<file path="src/rtl/ps2_rx_frame.sv">
// ---------------------------------------------------------------------------
// ps2_rx_frame
//
// Assembles 11-bit PS/2 device-to-host frames from the debounced clock and
// data lines. A frame is a start bit (0), eight data bits sent LSB first, an
// odd parity bit and a stop bit (1). Each good byte goes into a hold register
// that the consumer drains with a valid/ack handshake. Parity, framing,
// timeout and overrun conditions are reported as single-cycle pulses.
//
// Parameters:
//   TIMEOUT_CYCLES  clk cycles allowed between falling edges of ps2_clk_db
//                   mid-frame before the partial frame is abandoned
//   TO_W            width of the timeout counter (derived)
//
// Ports:
//   clk            system clock, all logic on the rising edge
//   reset          synchronous, active-high reset
//   ps2_clk_db     debounced PS/2 clock line
//   ps2_data_db    debounced PS/2 data line
//   rx_ack         consumer has taken rx_data (only meaningful while rx_valid)
//   rx_data        last good byte, stable while rx_valid is high
//   rx_valid       a byte is waiting in the hold register
//   rx_parity_err  pulse: frame had bad parity
//   rx_frame_err   pulse: stop bit was 0
//   rx_timeout     pulse: frame abandoned because the PS/2 clock stalled
//   rx_overrun     pulse: good byte dropped because the hold register was full
//   busy           high while a frame is being received
// ---------------------------------------------------------------------------
module ps2_rx_frame #(
  parameter  int TIMEOUT_CYCLES = 5000,
  localparam int TO_W           = $clog2(TIMEOUT_CYCLES + 1)
) (
  input  logic       clk,
  input  logic       reset,
  input  logic       ps2_clk_db,
  input  logic       ps2_data_db,
  input  logic       rx_ack,
  output logic [7:0] rx_data,
  output logic       rx_valid,
  output logic       rx_parity_err,
  output logic       rx_frame_err,
  output logic       rx_timeout,
  output logic       rx_overrun,
  output logic       busy
);

  typedef enum logic [1:0] {
    IDLE,
    DATA,
    PARITY,
    STOP
  } state_t;

  localparam logic [TO_W-1:0] TO_LAST = TO_W'(TIMEOUT_CYCLES - 1);
  localparam logic [TO_W-1:0] TO_MAX  = TO_W'(TIMEOUT_CYCLES);

  state_t          state;
  logic            clk_prev;
  logic [7:0]      shift;
  logic [2:0]      bit_cnt;
  logic            par_bit;
  logic [TO_W-1:0] to_cnt;
  logic            fall;

  // A falling edge of the PS/2 clock is the moment the device guarantees the
  // data line is valid, so data is only ever sampled in a fall cycle.
  assign fall = clk_prev & ~ps2_clk_db;

  // Frame receiver, hold register and error pulses in one registered process.
  always_ff @(posedge clk) begin
    if (reset) begin
      state         <= IDLE;
      clk_prev      <= 1'b1;
      shift         <= 8'h00;
      bit_cnt       <= 3'd0;
      par_bit       <= 1'b0;
      to_cnt        <= '0;
      rx_data       <= 8'h00;
      rx_valid      <= 1'b0;
      rx_parity_err <= 1'b0;
      rx_frame_err  <= 1'b0;
      rx_timeout    <= 1'b0;
      rx_overrun    <= 1'b0;
      busy          <= 1'b0;
    end else begin
      clk_prev      <= ps2_clk_db;
      rx_parity_err <= 1'b0;
      rx_frame_err  <= 1'b0;
      rx_timeout    <= 1'b0;
      rx_overrun    <= 1'b0;

      // Consumer acknowledge; a byte loaded at a stop edge below overrides
      // this clear, which is how ack and a new byte in the same cycle keep
      // rx_valid high.
      if (rx_valid && rx_ack) begin
        rx_valid <= 1'b0;
      end

      if (state == IDLE) begin
        to_cnt <= '0;
        // A fall with data high is a line glitch, not a start bit.
        if (fall && !ps2_data_db) begin
          state   <= DATA;
          bit_cnt <= 3'd0;
          busy    <= 1'b1;
        end
      end else if (fall) begin
        // A fall always beats the timeout, even on the last allowed cycle.
        to_cnt <= '0;
        if (state == DATA) begin
          shift   <= {ps2_data_db, shift[7:1]};
          bit_cnt <= bit_cnt + 3'd1;
          if (bit_cnt == 3'd7) begin
            state <= PARITY;
          end
        end else if (state == PARITY) begin
          par_bit <= ps2_data_db;
          state   <= STOP;
        end else begin
          state <= IDLE;
          busy  <= 1'b0;
          // Parity is checked before the stop bit so a frame reports at most
          // one error.
          if (!(^{shift, par_bit})) begin
            rx_parity_err <= 1'b1;
          end else if (!ps2_data_db) begin
            rx_frame_err <= 1'b1;
          end else if (!rx_valid || rx_ack) begin
            rx_data  <= shift;
            rx_valid <= 1'b1;
          end else begin
            rx_overrun <= 1'b1;
          end
        end
      end else if (to_cnt == TO_LAST) begin
        state      <= IDLE;
        busy       <= 1'b0;
        rx_timeout <= 1'b1;
        to_cnt     <= '0;
      end else if (to_cnt < TO_MAX) begin
        to_cnt <= to_cnt + 1'b1;
      end
    end
  end

endmodule

</file>
<file path="config.mk">
export PLATFORM = sky130hd
export DESIGN_NAME = ps2_rx_frame
export DESIGN_NICKNAME = d
export VERILOG_FILES = /design/src/rtl/ps2_rx_frame.sv
export SDC_FILE = /design/constraint.sdc
export NUM_CORES = 1
export LEC_CHECK = 0
export ABC_CLOCK_PERIOD_IN_PS = 4800
export BUFFER_PORTS_ARGS = -buffer_cell sky130_fd_sc_hd__buf_2
export CORE_UTILIZATION = 44
export DETAILED_ROUTE_END_ITERATION = 8
export MAX_ROUTING_LAYER = met4
export PLACE_DENSITY = 0.72
export SETUP_SLACK_MARGIN = 0.2
export SKIP_CTS_REPAIR_TIMING = 1
export SLEW_MARGIN = 25
export SYNTH_ARGS = -nofsm -noshare
export SYNTH_HDL_FRONTEND = slang
export SYNTH_SLANG_ARGS = --single-unit
</file>
<file path="constraint.sdc">
create_clock -name clk -period 4.8 [get_ports clk]
set_input_delay 0.72 -clock clk [delete_from_list [all_inputs] [get_ports clk]]
set_output_delay 0.72 -clock clk [all_outputs]
set_load 0.05 [all_outputs]
</file>
==> results of run 1 <==
-- cells by family (layout without fill, tap and decap cells) --
group                      after synthesis  after routing  synth area share, %
and+or+nand+nor                         99             99                 27.2
xor gates and xnor gates                17             17                 8.60
DFF                                     42             42                 42.2
AOI/OAI and AO/OA                       36             36                 10.2
muxes                                    8              8                 4.02
adders and majority gates                8              8                 5.02
buffers and inverters                   14             32                 2.70
-- per-layer routing --
metal	wire length (um)	part of all wire [%]	global-route usage, %
met3	122	3.7	4.07
met4	56	1.7	6.58
met2	1420	43	22.5
met5	0	0	-
met1	1680	51	19.0
-- through the flow --
step           util, %  instances
2_1_floorplan        -        224
3_3_place_gp      48.6        286
3_5_place_dp      48.6        286
4_1_cts           50.8        294
5_1_grt           50.8        294
6_report          50.8        294
-- sequential cells by signal (all words and copies together), names as in the netlist --
signal         count
to_cnt            13
rx_data            8
shift              8
bit_cnt            3
state              2
busy               1
clk_prev           1
par_bit            1
rx_frame_err       1
rx_overrun         1
rx_parity_err      1
rx_timeout         1
rx_valid           1
-- power groups by stage --
| stage | clock [mW] | combinational, mW | sequential (mW) |
|---|---|---|---|
| 3_3_place_gp | 0 | 0.0321 | 0.361 |
| 3_5_place_dp | 0 | 0.0322 | 0.361 |
| 2_1_floorplan | 0 | 0.0220 | 0.363 |
| 6_report | 0.236 | 0.0324 | 0.353 |
| 4_1_cts | 0.242 | 0.0323 | 0.353 |
| 5_1_grt | 0.257 | 0.0357 | 0.353 |
-- cell usage in the layout (no fill, tap or decap), types with 3 or more instances in the layout --
master    netlist  routed
a21oi_1        21      21
buf_2           1      18
clkbuf_8        0       6
dfxtp_1        42      42
ha_1            8       8
inv_1           5       5
mux2i_1         8       8
nand2_1        26      26
nand2b_1       15      15
nand3_1        11      11
nor2_1         17      17
nor2b_1         4       4
nor3_1          4       4
o21ai_0         3       3
o21ai_1         4       4
or3_1           3       3
xnor2_1        15      15
-- cell type report --
type                            instances  area, sq um
Multi-Input combinational cell        168         1100
Tap cell                               52         65.1
Clock inverter                          2         12.5
Inverter                                6         22.5
Timing Repair Buffer                   18         90.1
Clock buffer                            6         82.6
Sequential cell                        42          841
Fill cell                             408         2140
-- path summary, 6_finish.rpt --
path                    from    endpoint  slack (ps)
setup / recovery    state[0]  rx_data[3]        2680
hold / removal    bit_cnt[2]  bit_cnt[2]         470
setup reg to reg    state[0]  rx_data[3]        2680
hold reg to reg   bit_cnt[2]  bit_cnt[2]         470
-- critical path: stages (launching register included) --
cell and delay, ps:
dfxtp_1 390, inv_1 100, ha_1 330, nor3b_2 480, nand4b_2 290, nor2_8 250
mux2i_1 200
==> results.txt, run 1 <==
----------------------------------------------------
[Yosys]
  Instance count of the mapped netlist ... 224
  Post-Synthesis Mean Instance Area ... 8.90 sq um
  Primary FF master, synth ... dfxtp_1
  Share of the synthesized area in the top cell type ... 42.2%
  Top post-synthesis cells by count ... dfxtp_1 (42), nand2_1 (26), a21oi_1 (21)
  Cell accounting for the most synthesized area ... dfxtp_1
  Yosys warnings ... 0
  Number of distinct library cells after synthesis ... 42
  Synth Register Bits ... 42
  Number of enable flip-flop cells after synthesis ... 0
  Sequential area share after synthesis ... 42.2%
  Ranking of synthesized cells by area ... dfxtp_1 (42%), xnor2_1 (6.6%), a21oi_1 (5.3%), ha_1 (5.0%), nand2_1 (4.9%)
  Mapped cell area ... 0.00199 sq mm
  Syn Nets ... 237
  Share of synthesized registers carrying an async set or reset ... 0%
  Most frequent cell after synthesis ... dfxtp_1

[Setup path]
  Kind of launch point of the worst setup path ... register
  Setup Crit Path Kind ... reg -> reg
  Kind of end point of the critical path ... register
  Data arrival time of the critical path ... 2340 ps
  Maximum net fanout on the critical path ... 10
  Req. time, crit path ... 5020 ps
  Depth of the worst register-to-register path ... 6

[Global route]
  Number of global-route vias before repair ... 1338
  Remaining global-route overflow ... 0
  Wire length of the first global-routing pass ... 5730 um
  Number of antenna violations at the first check in global routing ... 0
  Combined global-route utilization of all metal layers ... 15.0%
  Pin count of the biggest net entering global routing ... 36

[Drt]
  Remaining number of nets flagged by the antenna check after routing ... 0
  Vias ... 1507
  Via density per instance ... 5.13
  Routed wire length per instance ... 11.2 um
  Detailed-routing iteration count for the pre-antenna-repair pass ... 4
  Sum of routed wire length over all layers ... 3280 um
  Iter 0 DRT Violations ... 90
  Final routed DRC violation total ... 0

[STA]
  Relative max-transition margin ... 64.5%
  Top achievable clock speed ... 472 MHz
  # setup viols final ... 0
  Time the final worst path needs with I/O delays and setup ... 2120 ps
  RSZ-0062 raised after global routing ... false
  Post-Route Skew ... 13.6 ps
  Final clock period utilization by the worst path ... 44.1%
  Transition at the pin with the smallest max-transition slack ... 527 ps
  Number of pins with negative max-slew slack in the final report ... 0
  Final-layout setup total negative slack ... 0 ps
  Final hold vios ... 0
  Min Hold Slack ... 468 ps
  Post-layout worst setup margin ... 2680 ps

[Final layout]
  Fraction of layout cells with a size suffix above 1 ... 13.6%
  Area grow syn2layout ... 11.0%
  Area of all placed cells without fillers ... 0.00221 sq mm
  Nets ... 254
  Diode count ... 0

[Die]
  Number of placement rows ... 24
  Floorplan Core Area ... 0.00435 sq mm
  Number of placed I/O pins ... 19
  Initial cell density of the core ... 45.8%
  Die area ... 0.00480 sq mm
  Horizontal die dimension ... 69.3 um
  Die Span Y ... 69.3 um

[Clock network]
  Cts bufs inserted ... 5
  Clock net sink count ... 42
  Total number of H-tree levels ... 2
  Master cell of the clock root buffer ... clkbuf_8
  Clock Latency Late Sink ... 290 ps
  Clock tree from TritonCTS ... done
  CTS max path bufs ... 2
  Clk pin slew, worst setup/hold paths ... 80 ps

[Min path]
  Hold path depth ... 2
  Worst min path class ... reg -> reg

[Pwr]
  Static leakage ... 0.781 nW
  Total power draw ... 621 uW
  Switch Pwr ... 143 uW
  Cell internal pwr ... 477 uW
  Pwr Density ... 281 mW/mm^2
  VDD IR-drop max ... 0.000136 V
  Switching part of the total power ... 23.1%
  Combinational fraction of design power ... 5.2%
  Seq pwr share ... 56.8%
  Clock network power share ... 38.0%

[Placed design]
  Worst-case setup slack after placement ... 2700 ps
  Placed Instance Area ... 0.00212 sq mm
  Count of buffers inserted at the top-level ports ... 18
  HPWL after DPL ... 2270 um
  Final weighted congestion of routability-driven global placement ... 0.797

[Outcome]
  Outcome ... completed

[Flow run]
  Max-cap violations ... 0

----------------------------------------------------
Note: power is estimated with default switching activity, not from simulation.
==> run 2: changes to the inputs <==
ABC_CLOCK_PERIOD_IN_PS = 2200   (was 4800)
clock period = 2.2 ns   (was 4.8 ns; I/O delays follow)
==> run 2 against run 1 <==
Critical path depth unchanged. Largest cell class unchanged. Cell area grew 2.1%. Sequential share of layout area decreased by 0.78 points. Power is 120% higher. Highest routed layer unchanged. Core utilization is 1.1 points higher.
==> results.txt, run 2 (synthesis results as in run 1) <==
----------------------------------------------------
[Placed design]
  Number of placed instances with taps included ... 290
  Placed Instance Area ... 0.00215 sq mm
  Count of buffers inserted at the top-level ports ... 18
  Final weighted congestion of routability-driven global placement ... 0.781
  HPWL after DPL ... 2410 um

[Setup path]
  Maximum net fanout on the critical path ... 7
  Cell-by-cell listing of the critical path ... inv_1, ha_1, nor3b_4, nand4b_2, nor2_8, mux2i_1
  Buf+Inv Stages, Crit Path ... 1
  Data arrival time of the critical path ... 2070 ps
  Req. time, crit path ... 2410 ps
  Kind of cell adding the most delay to the critical path ... simple AND/OR/NAND/NOR gates
  Setup Crit Path Kind ... reg -> reg
  Total number of cells along the worst setup path ... 6
  Depth of the worst register-to-register path ... 6
  Worst path slowest cell ... dfxtp_1
  Kind of end point of the critical path ... register
  Kind of launch point of the worst setup path ... register
  Highest cell delay on the worst timing path ... 400 ps

[Die]
  Number of placement rows ... 24
  Number of placed I/O pins ... 19
  Die area ... 0.00480 sq mm
  Floorplan Core Area ... 0.00435 sq mm
  Die Span Y ... 69.3 um
  Horizontal die dimension ... 69.3 um
  Initial cell density of the core ... 45.8%

[Final layout]
  Area of all placed cells without fillers ... 0.00226 sq mm
  Count of fill cells added during filler insertion ... 394
  Area of the multi-input gates ... 0.00112 sq mm
  Post-Route Utilization ... 51.9%
  Diode count ... 0
  Post-route insts no fill ... 298
  Fraction of layout cells with a size suffix above 1 ... 15.4%
  Most frequent standard cell in the layout excluding fill and tap cells ... dfxtp_1
  Reg area ... 841 sq um
  Most frequent cells in the layout ... dfxtp_1 (42), nand2_1 (26), a21oi_1 (21)
  Flip-flop count of the largest register, all copies and words added ... 13
  Largest registers ranked by flip-flop count ... to_cnt: 13 flops, rx_data: 8 flops, shift: 8 flops
  Nets ... 258
  Area grow syn2layout ... 13.3%
  Register with the most flip-flops ... to_cnt

[Drt]
  Final routed DRC violation total ... 0
  Routed wire length per instance ... 11.8 um
  Vias ... 1549
  Detailed-routing iteration count for the pre-antenna-repair pass ... 4
  Sum of routed wire length over all layers ... 3520 um
  Iter 0 DRT Violations ... 82
  Remaining number of nets flagged by the antenna check after routing ... 0
  Via density per instance ... 5.20

[Min path]
  Worst min path class ... in -> reg
  Hold path depth ... 2

[STA]
  Top achievable clock speed ... 540 MHz
  Time the final worst path needs with I/O delays and setup ... 1850 ps
  # setup viols final ... 0
  Final-layout setup total negative slack ... 0 ps
  Number of pins with negative max-slew slack in the final report ... 0
  Post-Route Skew ... 11.6 ps
  Final clock period utilization by the worst path ... 84.2%
  Transition at the pin with the smallest max-transition slack ... 524 ps
  RSZ-0062 raised after global routing ... true
  Relative max-transition margin ... 64.7%
  Final hold vios ... 0

[Pwr]
  Static leakage ... 0.805 nW
  VDD IR-drop max ... 0.000320 V
  Pwr Density ... 605 mW/mm^2
  Total power draw ... 1.37 mW

[Global route]
  Remaining global-route overflow ... 0
  Wire length of the first global-routing pass ... 5990 um
  Combined global-route utilization of all metal layers ... 15.7%
  Pin count of the biggest net entering global routing ... 20
  Number of antenna violations at the first check in global routing ... 0
  Number of global-route vias before repair ... 1416

[Clock network]
  Total number of H-tree levels ... 2
  Clock Latency Late Sink ... 290 ps
  Clock net sink count ... 42
  Master cell of the clock root buffer ... clkbuf_8
  CTS max path bufs ... 2
  Cts bufs inserted ... 5
  Clock tree from TritonCTS ... done
  Clk pin slew, worst setup/hold paths ... 80 ps

[Flow run]
  Max-cap violations ... 0

[Outcome]
  Outcome ... completed

----------------------------------------------------
run 2: changes by cell type in the layout (fill, tap and decap cells not counted):
cell        delta
nor4bb_1       -1
buf_4          +4
a32oi_1        -1
clkbuf_1       +1
nor3b_4        +1
nor4bb_2       +1
clkinvlp_4     -1
nor3b_2        -1
a32oi_2        +1
run 2: through the flow:
stage	hold WS (ps)	setup WS [ps]
3_3_place_gp	450	386
2_1_floorplan	407	327
4_1_cts	259	281
3_5_place_dp	457	323
6_report	288	348
5_1_grt	298	186
run 2: final timing paths:
| path | end | slack, ps | startpoint |
|---|---|---|---|
| max | rx_data[3] | 350 | state[0] |
| max reg2reg | rx_data[3] | 350 | state[0] |
| min | clk_prev | 290 | ps2_clk_db |
| min reg2reg | bit_cnt[1] | 470 | bit_cnt[1] |
run 2: cell type report:
cell class                 count  share of cell area (%)
clock buffer                   7                    3.82
inverter                       6                   0.997
sequential                    42                    37.2
multi-input combinational    168                    49.5
tap                           52                    2.88
clock inverter                 1                   0.222
timing repair buffer          22                    5.32
run 2: power breakdown:
group	internal [mW]	total, mW	switching (mW)	leakage (nW)
sequential	0.765	0.770	0.00434	0.339
clock	0.253	0.514	0.261	0.0482
combinational	0.0304	0.0815	0.0511	0.418
total	1.05	1.37	0.316	0.805
run 2: routing by layer:
metal | GRT usage (%) | up-vias | wire length, um
met5 | - | - | 0
met1 | 17.4 | 712 | 1680
met2 | 26.2 | 29 | 1680
met4 | 7.48 | 0 | 42
met3 | 4.07 | 4 | 115
li1 | - | 804 | -
